===== src/rtl/rca_seq_ctrl.sv =====
// Serial adder: one 2-bit ripple-carry slice walks the operands LSB pair first,
// with a valid/ready handshake on both the operand and the result side.
module rca_seq_ctrl #(
  parameter int unsigned WIDTH = 8
) (
  input  logic             clk,
  input  logic             rst_n,
  input  logic             in_valid,
  output logic             in_ready,
  input  logic [WIDTH-1:0] a,
  input  logic [WIDTH-1:0] b,
  input  logic             cin,
  output logic             out_valid,
  input  logic             out_ready,
  output logic [WIDTH:0]   sum
);

  localparam int unsigned PAIRS = WIDTH / 2;
  localparam int unsigned CW    = (PAIRS > 1) ? $clog2(PAIRS) : 1;
  localparam logic [CW-1:0] LAST = CW'(PAIRS - 1);

  typedef enum logic [1:0] {
    IDLE,
    RUN,
    DONE
  } state_t;

  state_t           state;
  state_t           state_nxt;
  logic [WIDTH-1:0] a_sh;
  logic [WIDTH-1:0] b_sh;
  logic             carry;
  logic [CW-1:0]    cnt;
  logic [WIDTH:0]   sum_q;
  logic [WIDTH:0]   sum_nxt;
  logic             accept;
  logic             step;
  logic             last;
  logic             s0;
  logic             c0;
  logic             s1;
  logic             cout;

  // 2-bit ripple-carry slice on the low pair of the shift registers
  always_comb begin
    s0   = a_sh[0] ^ b_sh[0] ^ carry;
    c0   = (a_sh[0] & b_sh[0]) | (carry & (a_sh[0] ^ b_sh[0]));
    s1   = a_sh[1] ^ b_sh[1] ^ c0;
    cout = (a_sh[1] & b_sh[1]) | (c0 & (a_sh[1] ^ b_sh[1]));
  end

  assign last = (cnt == LAST);

  always_ff @(posedge clk or negedge rst_n) begin
    if (!rst_n) begin
      state <= IDLE;
    end else begin
      state <= state_nxt;
    end
  end

  always_comb begin
    state_nxt = state;
    in_ready  = 1'b0;
    out_valid = 1'b0;
    accept    = 1'b0;
    step      = 1'b0;
    case (state)
      IDLE: begin
        in_ready = 1'b1;
        if (in_valid) begin
          accept    = 1'b1;
          state_nxt = RUN;
        end
      end
      RUN: begin
        step = 1'b1;
        if (last) begin
          state_nxt = DONE;
        end
      end
      DONE: begin
        out_valid = 1'b1;
        if (out_ready) begin
          state_nxt = IDLE;
        end
      end
      default: state_nxt = IDLE;
    endcase
  end

  always_comb begin
    sum_nxt = sum_q;
    for (int unsigned k = 0; k < PAIRS; k++) begin
      if (cnt == CW'(k)) begin
        sum_nxt[2*k +: 2] = {s1, s0};
      end
    end
    if (last) begin
      sum_nxt[WIDTH] = cout;
    end
  end

  // The counter holds on the final pair so it never wraps inside an operation.
  always_ff @(posedge clk or negedge rst_n) begin
    if (!rst_n) begin
      a_sh  <= '0;
      b_sh  <= '0;
      carry <= 1'b0;
      cnt   <= '0;
      sum_q <= '0;
    end else if (accept) begin
      a_sh  <= a;
      b_sh  <= b;
      carry <= cin;
      cnt   <= '0;
    end else if (step) begin
      sum_q <= sum_nxt;
      carry <= cout;
      a_sh  <= a_sh >> 2;
      b_sh  <= b_sh >> 2;
      if (!last) begin
        cnt <= cnt + 1'b1;
      end
    end
  end

  assign sum = sum_q;

endmodule


===== config.mk =====
export PLATFORM = sky130hd
export DESIGN_NAME = rca_seq_ctrl
export DESIGN_NICKNAME = d
export VERILOG_FILES = /design/src/rtl/rca_seq_ctrl.sv
export SDC_FILE = /design/constraint.sdc
export NUM_CORES = 1
export LEC_CHECK = 0
export BUFFER_PORTS_ARGS = -buffer_cell sky130_fd_sc_hd__buf_4
export CORE_MARGIN = 1.5
export CORE_UTILIZATION = 35
export CTS_CLUSTER_SIZE = 25
export DETAILED_ROUTE_END_ITERATION = 7
export MAX_ROUTING_LAYER = met4
export RECOVER_POWER = 100
export REMOVE_ABC_BUFFERS = 1
export SYNTH_ARGS = -nofsm -noshare
export SYNTH_HDL_FRONTEND = slang
export SYNTH_SLANG_ARGS = --single-unit

===== constraint.sdc =====
create_clock -name clk -period 3.8 [get_ports clk]
set_clock_uncertainty 0.2 [all_clocks]
set_input_delay 0.19 -clock clk [delete_from_list [all_inputs] [get_ports clk]]
set_output_delay 0.19 -clock clk [all_outputs]
set_load 0.03 [all_outputs]

# After elaboration in Yosys (flattened, before gate mapping)
# Cells that the tools add are included.
# totals
regBits	30
latch_bits	0
ram_bits	0
rom_bits	0
input_bits	21
out_inout_bits	11
word_cells	57
mem_count	0
# op_classes
addsub	1
n_mul	0
n_div	0
order_cmp	0
eq_ne	9
shift	0
n_mux	18
bitwise	11
reduce_logical	9
# op_table
cell	count
two-way mux 8 bit	4
AND reduction 3 bit	5
two-way mux 2 bit	6
inequality test 2 bit, second input constant	4
two-way mux 1 bit	7
equality test 2 bit, second input constant	3
case mux 2 bit (3 select lines)	1
AND 1 bit	4
equality test 2 x 1 -> 1 bit, second input constant	2
zero test 2 bit	2
XOR 1 bit	4
adder 2 x 1 -> 2 bit, second input constant	1
OR 1 bit	2
AND reduction 2 bit	1
nonzero test 2 bit	1
NOT 1 bit	1

# Depth between registers and ports, before layout
# logic_depth
depth_word	7
depth_mapped	5
depth_no_buf	5

# Least setup slack after synthesis
# No wires, ideal clock.
# synth_timing
path_kind	register to register
startpoint	reg a_sh[0]
endpoint	reg sum_q[7] (netlist: sum[7])
setup_ps	128
arrival_ps	1395
required_ps	3472
slack_ps	2076
stages_incl_launch_ff	5
path_buffers	0
synth_period_minus_slack_ps	1724
path_cell_list	dfrtp_1 -> inv_1 -> fa_1 -> fa_1 -> mux2i_1
# synth_between
elab_chain_cells	4
elab_cells_between_ends	5
cone_classes	bitwise (5)
# synth_lines
element	line	source
start, declared	30	logic [WIDTH-1:0] a_sh;
start signal, assigned	120	a_sh <= a_sh >> 2;
XOR 1 bit	47	c0 = (a_sh[0] & b_sh[0]) | (carry & (a_sh[0] ^ b_sh[0]));
AND 1 bit	47	
OR 1 bit *	47	
XOR 1 bit *	48	s1 = a_sh[1] ^ b_sh[1] ^ c0;
end signal, assigned	118	sum_q <= sum_nxt;
end, declared	34	logic [WIDTH:0] sum_q;
# Mark *: on every way between the ends. The rest lies on a longest branch, timed or not.
# A chain may end at the register's enable or synchronous reset.

# Worst setup path in the final report
# layout_timing
startpoint	reg state[0]
endpoint	reg b_sh[2]
# layout_between
elab_chain_cells	3
elab_cells_between_ends	6
cone_classes	eq/ne (1); mux (3); reduce/logical (2)
# layout_lines
element	line	source
start, declared	28	state_t state;
start signal, assigned	58	state <= state_nxt;
equality test 2 x 1 -> 1 bit or zero test 2 bit (tied branches)	68	case (state)
two-way mux 1 bit	68	
nonzero test 2 bit (no line) or two-way mux 8 bit (tied branches)	n/a	
end signal, assigned	121	b_sh <= b_sh >> 2;
end, declared	31	logic [WIDTH-1:0] b_sh;
# Several ways; a longest one is shown, not always the timed one.

==> out/metrics.cfg <==
[outcome]
outcome = finished, violations left
violations = max-capacitance violations, max-slew violations

[clock_tree]
root_buffer = clkbuf_8
cts_buffers = 5
clockBufferDepth = 2
cts_tree = done
htreeDepth = 2
cts_setup_buffers = 0
path_clk_slew_ns = 0.07
clk_latency_ns = 0.28
clock-sinks = 30

[routing]
drtAntennaViolNets = 0
wl_per_cell_microns = 14.4
vias_per_cell = 4.98
post-route-drc-count = 0
finalWirelength_mm = 3.13
routed-via-count = 1086
drt_iter0_drc = 25
dr.pass1.iters = 4

[critical_path]
max_stage_delay_ns = 0.94
path_depth = 2
setup.worst_path.start_class = flop
cp_top_family = flip-flops
path_cells = o21ba_1 > o221a_2
crit_arrival_ns = 2.11
timing.critical_path.from = state[0]
cp_max_fo = 33
r2r_end = b_sh[2]
worst-path-buf-inv = 0
rr_startpoint = state[0]
slowest_stage = dfrtp_1
rrSetupSlack_ns = 1.71
required_ns = 3.81
crit_end = b_sh[2]
ff2ff_path_depth = 2
crit_type = flop to flop
end_kind = flop

[placement]
dp_hpwl_mm = 2.13
place_area_sq_um = 1800
gp_congestion = 0.686
dp_cells = 208
io_buffers = 31

[hold_path]
whs_path_depth = 3
hp-class = input pin to flop

[timing]
worst_slew_pin_slew_ns = 1.59
setup_viol_count_final = 0
hold_violations = 0
period_share = 0.551
slew_headroom = -0.0594
layout_min_cycle_time_ns = 2.09
max_freq_mhz = 478
finalSetupTns_ns = 0
rsz0062_at_grt = no
final_max_slew_viol_count = 31

[die]
fp.dieW_microns = 69.7
die_h_microns = 69.7
core_sq_um = 4320
start_util = 0.360
die-area_sq_um = 4850
ioPinCount = 32
num_rows = 24

[final_layout]
drive_gt1_frac = 0.247
num-fill-cells = 428
fin_cells = 218
final_util = 0.436
multiInputGateArea_sq_um = 674
regArea_sq_um = 751
final_area_sq_um = 1890
diodes = 0
syn_to_final_growth_pct = 21.3
fin_nets = 192

[yosys]
ys_ff_latch = 30
post-synth-top-area-cell = dfrtp_1
synth_top_cell_area_share = 0.483
synthCells = 135
syn_area_per_cell_sq_um = 11.5
yosysUniqueCellTypes = 22
yosysWarnings = 0
synth_seq_area_share = 0.483
synthTopCellsByArea = dfrtp_1, o221a_2, or4b_1
synth_area_sq_um = 1560

[grt]
grt-ovfl-total = 0
antenna_found_initial = 0
grt_pass1_vias = 1084
grt_max_degree = 34
grt_pass1_wl_mm = 5.24
grtUsageTotal = 0.141

[flow_run]
cap_violations = 1

[power_and_ir_drop]
total_leakage_power_nw = 0.907
irDropWorstVdd_v = 0.000213
p_per_area_nw_per_um2 = 864

==> sequential cells by signal, summed over array words and instances (netlist names) <==
signal,count
sum,9
carry,1
state,2
b_sh,8
cnt,2
a_sh,8
==> cell type report <==
class / instances / area share
timing repair buffer: 33 / 0.110
inverter: 21 / 0.0418
multi-input combinational: 74 / 0.357
clock buffer: 8 / 0.0584
sequential: 30 / 0.398
tap: 52 / 0.0345
==> stage by stage <==
stage | power, mW | worst slack (ns) | hold slack [ns]
finish | 1.63 | 1.71 | 0.0440
global route | 1.77 | 1.45 | 0.0460
CTS | 1.71 | 1.75 | 0.0429
detailed placement | 1.41 | 1.78 | -0.0567
global placement | 1.36 | 1.83 | -0.0593
floorplan | 1.15 | 2.08 | -0.306
==> worst min path at each step <==
| stage | start | to | slack [ns] |
|---|---|---|---|
| 2_1_floorplan | rst_n | a_sh[0] | -0.31 |
| 3_3_place_gp | rst_n | sum[1] | -0.06 |
| 3_5_place_dp | rst_n | sum[5] | -0.06 |
| 4_1_cts | cin | carry | 0.04 |
| 5_1_grt | cin | carry | 0.05 |
| 6_report | a[6] | a_sh[6] | 0.04 |
==> Yosys cell counts <==
cell       n
dfrtp_1   30
inv_1     21
or4b_1    13
o221a_2   12
mux2i_1    9
nand3b_1   9
o221ai_1   6
buf_2      5
nand2_1    5
ha_1       4
clkbuf_1   3
nand2b_1   3
buf_4      2
fa_1       2
nand3_1    2
or2_2      2
or2b_1     2
a21oi_1    1
nor2_1     1
o211a_1    1
o21ai_0    1
o21ba_2    1
==> metal layers <==
metal / track usage / vias to the layer above / wire (microns)
met5: - / - / 0
met4: 0.0321 / 0 / 29
met3: 0.0494 / 6 / 170
met2: 0.216 / 33 / 1430
met1: 0.182 / 499 / 1500
li1: - / 548 / -
==> where the power goes <==
group	total (mW)	internal, mW	switching [mW]
combinational	0.699	0.317	0.383
clock	0.300	0.183	0.118
sequential	0.631	0.476	0.155
==> placed cells by master (no fill, tap or decap), types with 2 or more instances in the layout <==
| cell | n |
|---|---|
| clkbuf_1 | 12 |
| nand2b_1 | 3 |
| or2b_1 | 2 |
| buf_4 | 19 |
| nand3_1 | 2 |
| clkbuf_8 | 8 |
| o221ai_1 | 6 |
| mux2i_1 | 9 |
| dlygate4sd3_1 | 2 |
| inv_1 | 21 |
| or4b_1 | 13 |
| nand3b_1 | 9 |
| or2_2 | 2 |
| ha_1 | 4 |
| fa_1 | 2 |
| dfrtp_1 | 30 |
| o221a_2 | 12 |
| nand2_1 | 5 |
==> worst reg2reg max path, stage by stage (launching register included) <==
cell,delay (ns)
dfrtp_1,0.94
o21ba_1,0.60
o221a_2,0.30
==> repair_timing <==
action | CTS | global route
hold buffers | 2 | 0
gates resized for setup | 0 | 0
hold endpoints to repair | 31 | 0
==> kinds of logic after synthesis <==
group | after synthesis | share of synthesized area
buffers and inverters | 31 | 0.0837
adders and majority gates | 6 | 0.0579
muxes | 9 | 0.0579
AOI/OAI and AO/OA | 22 | 0.140
and+or+nand+nor | 37 | 0.178
DFF | 30 | 0.483
No activity file was read; power rests on OpenSTA's default activity.
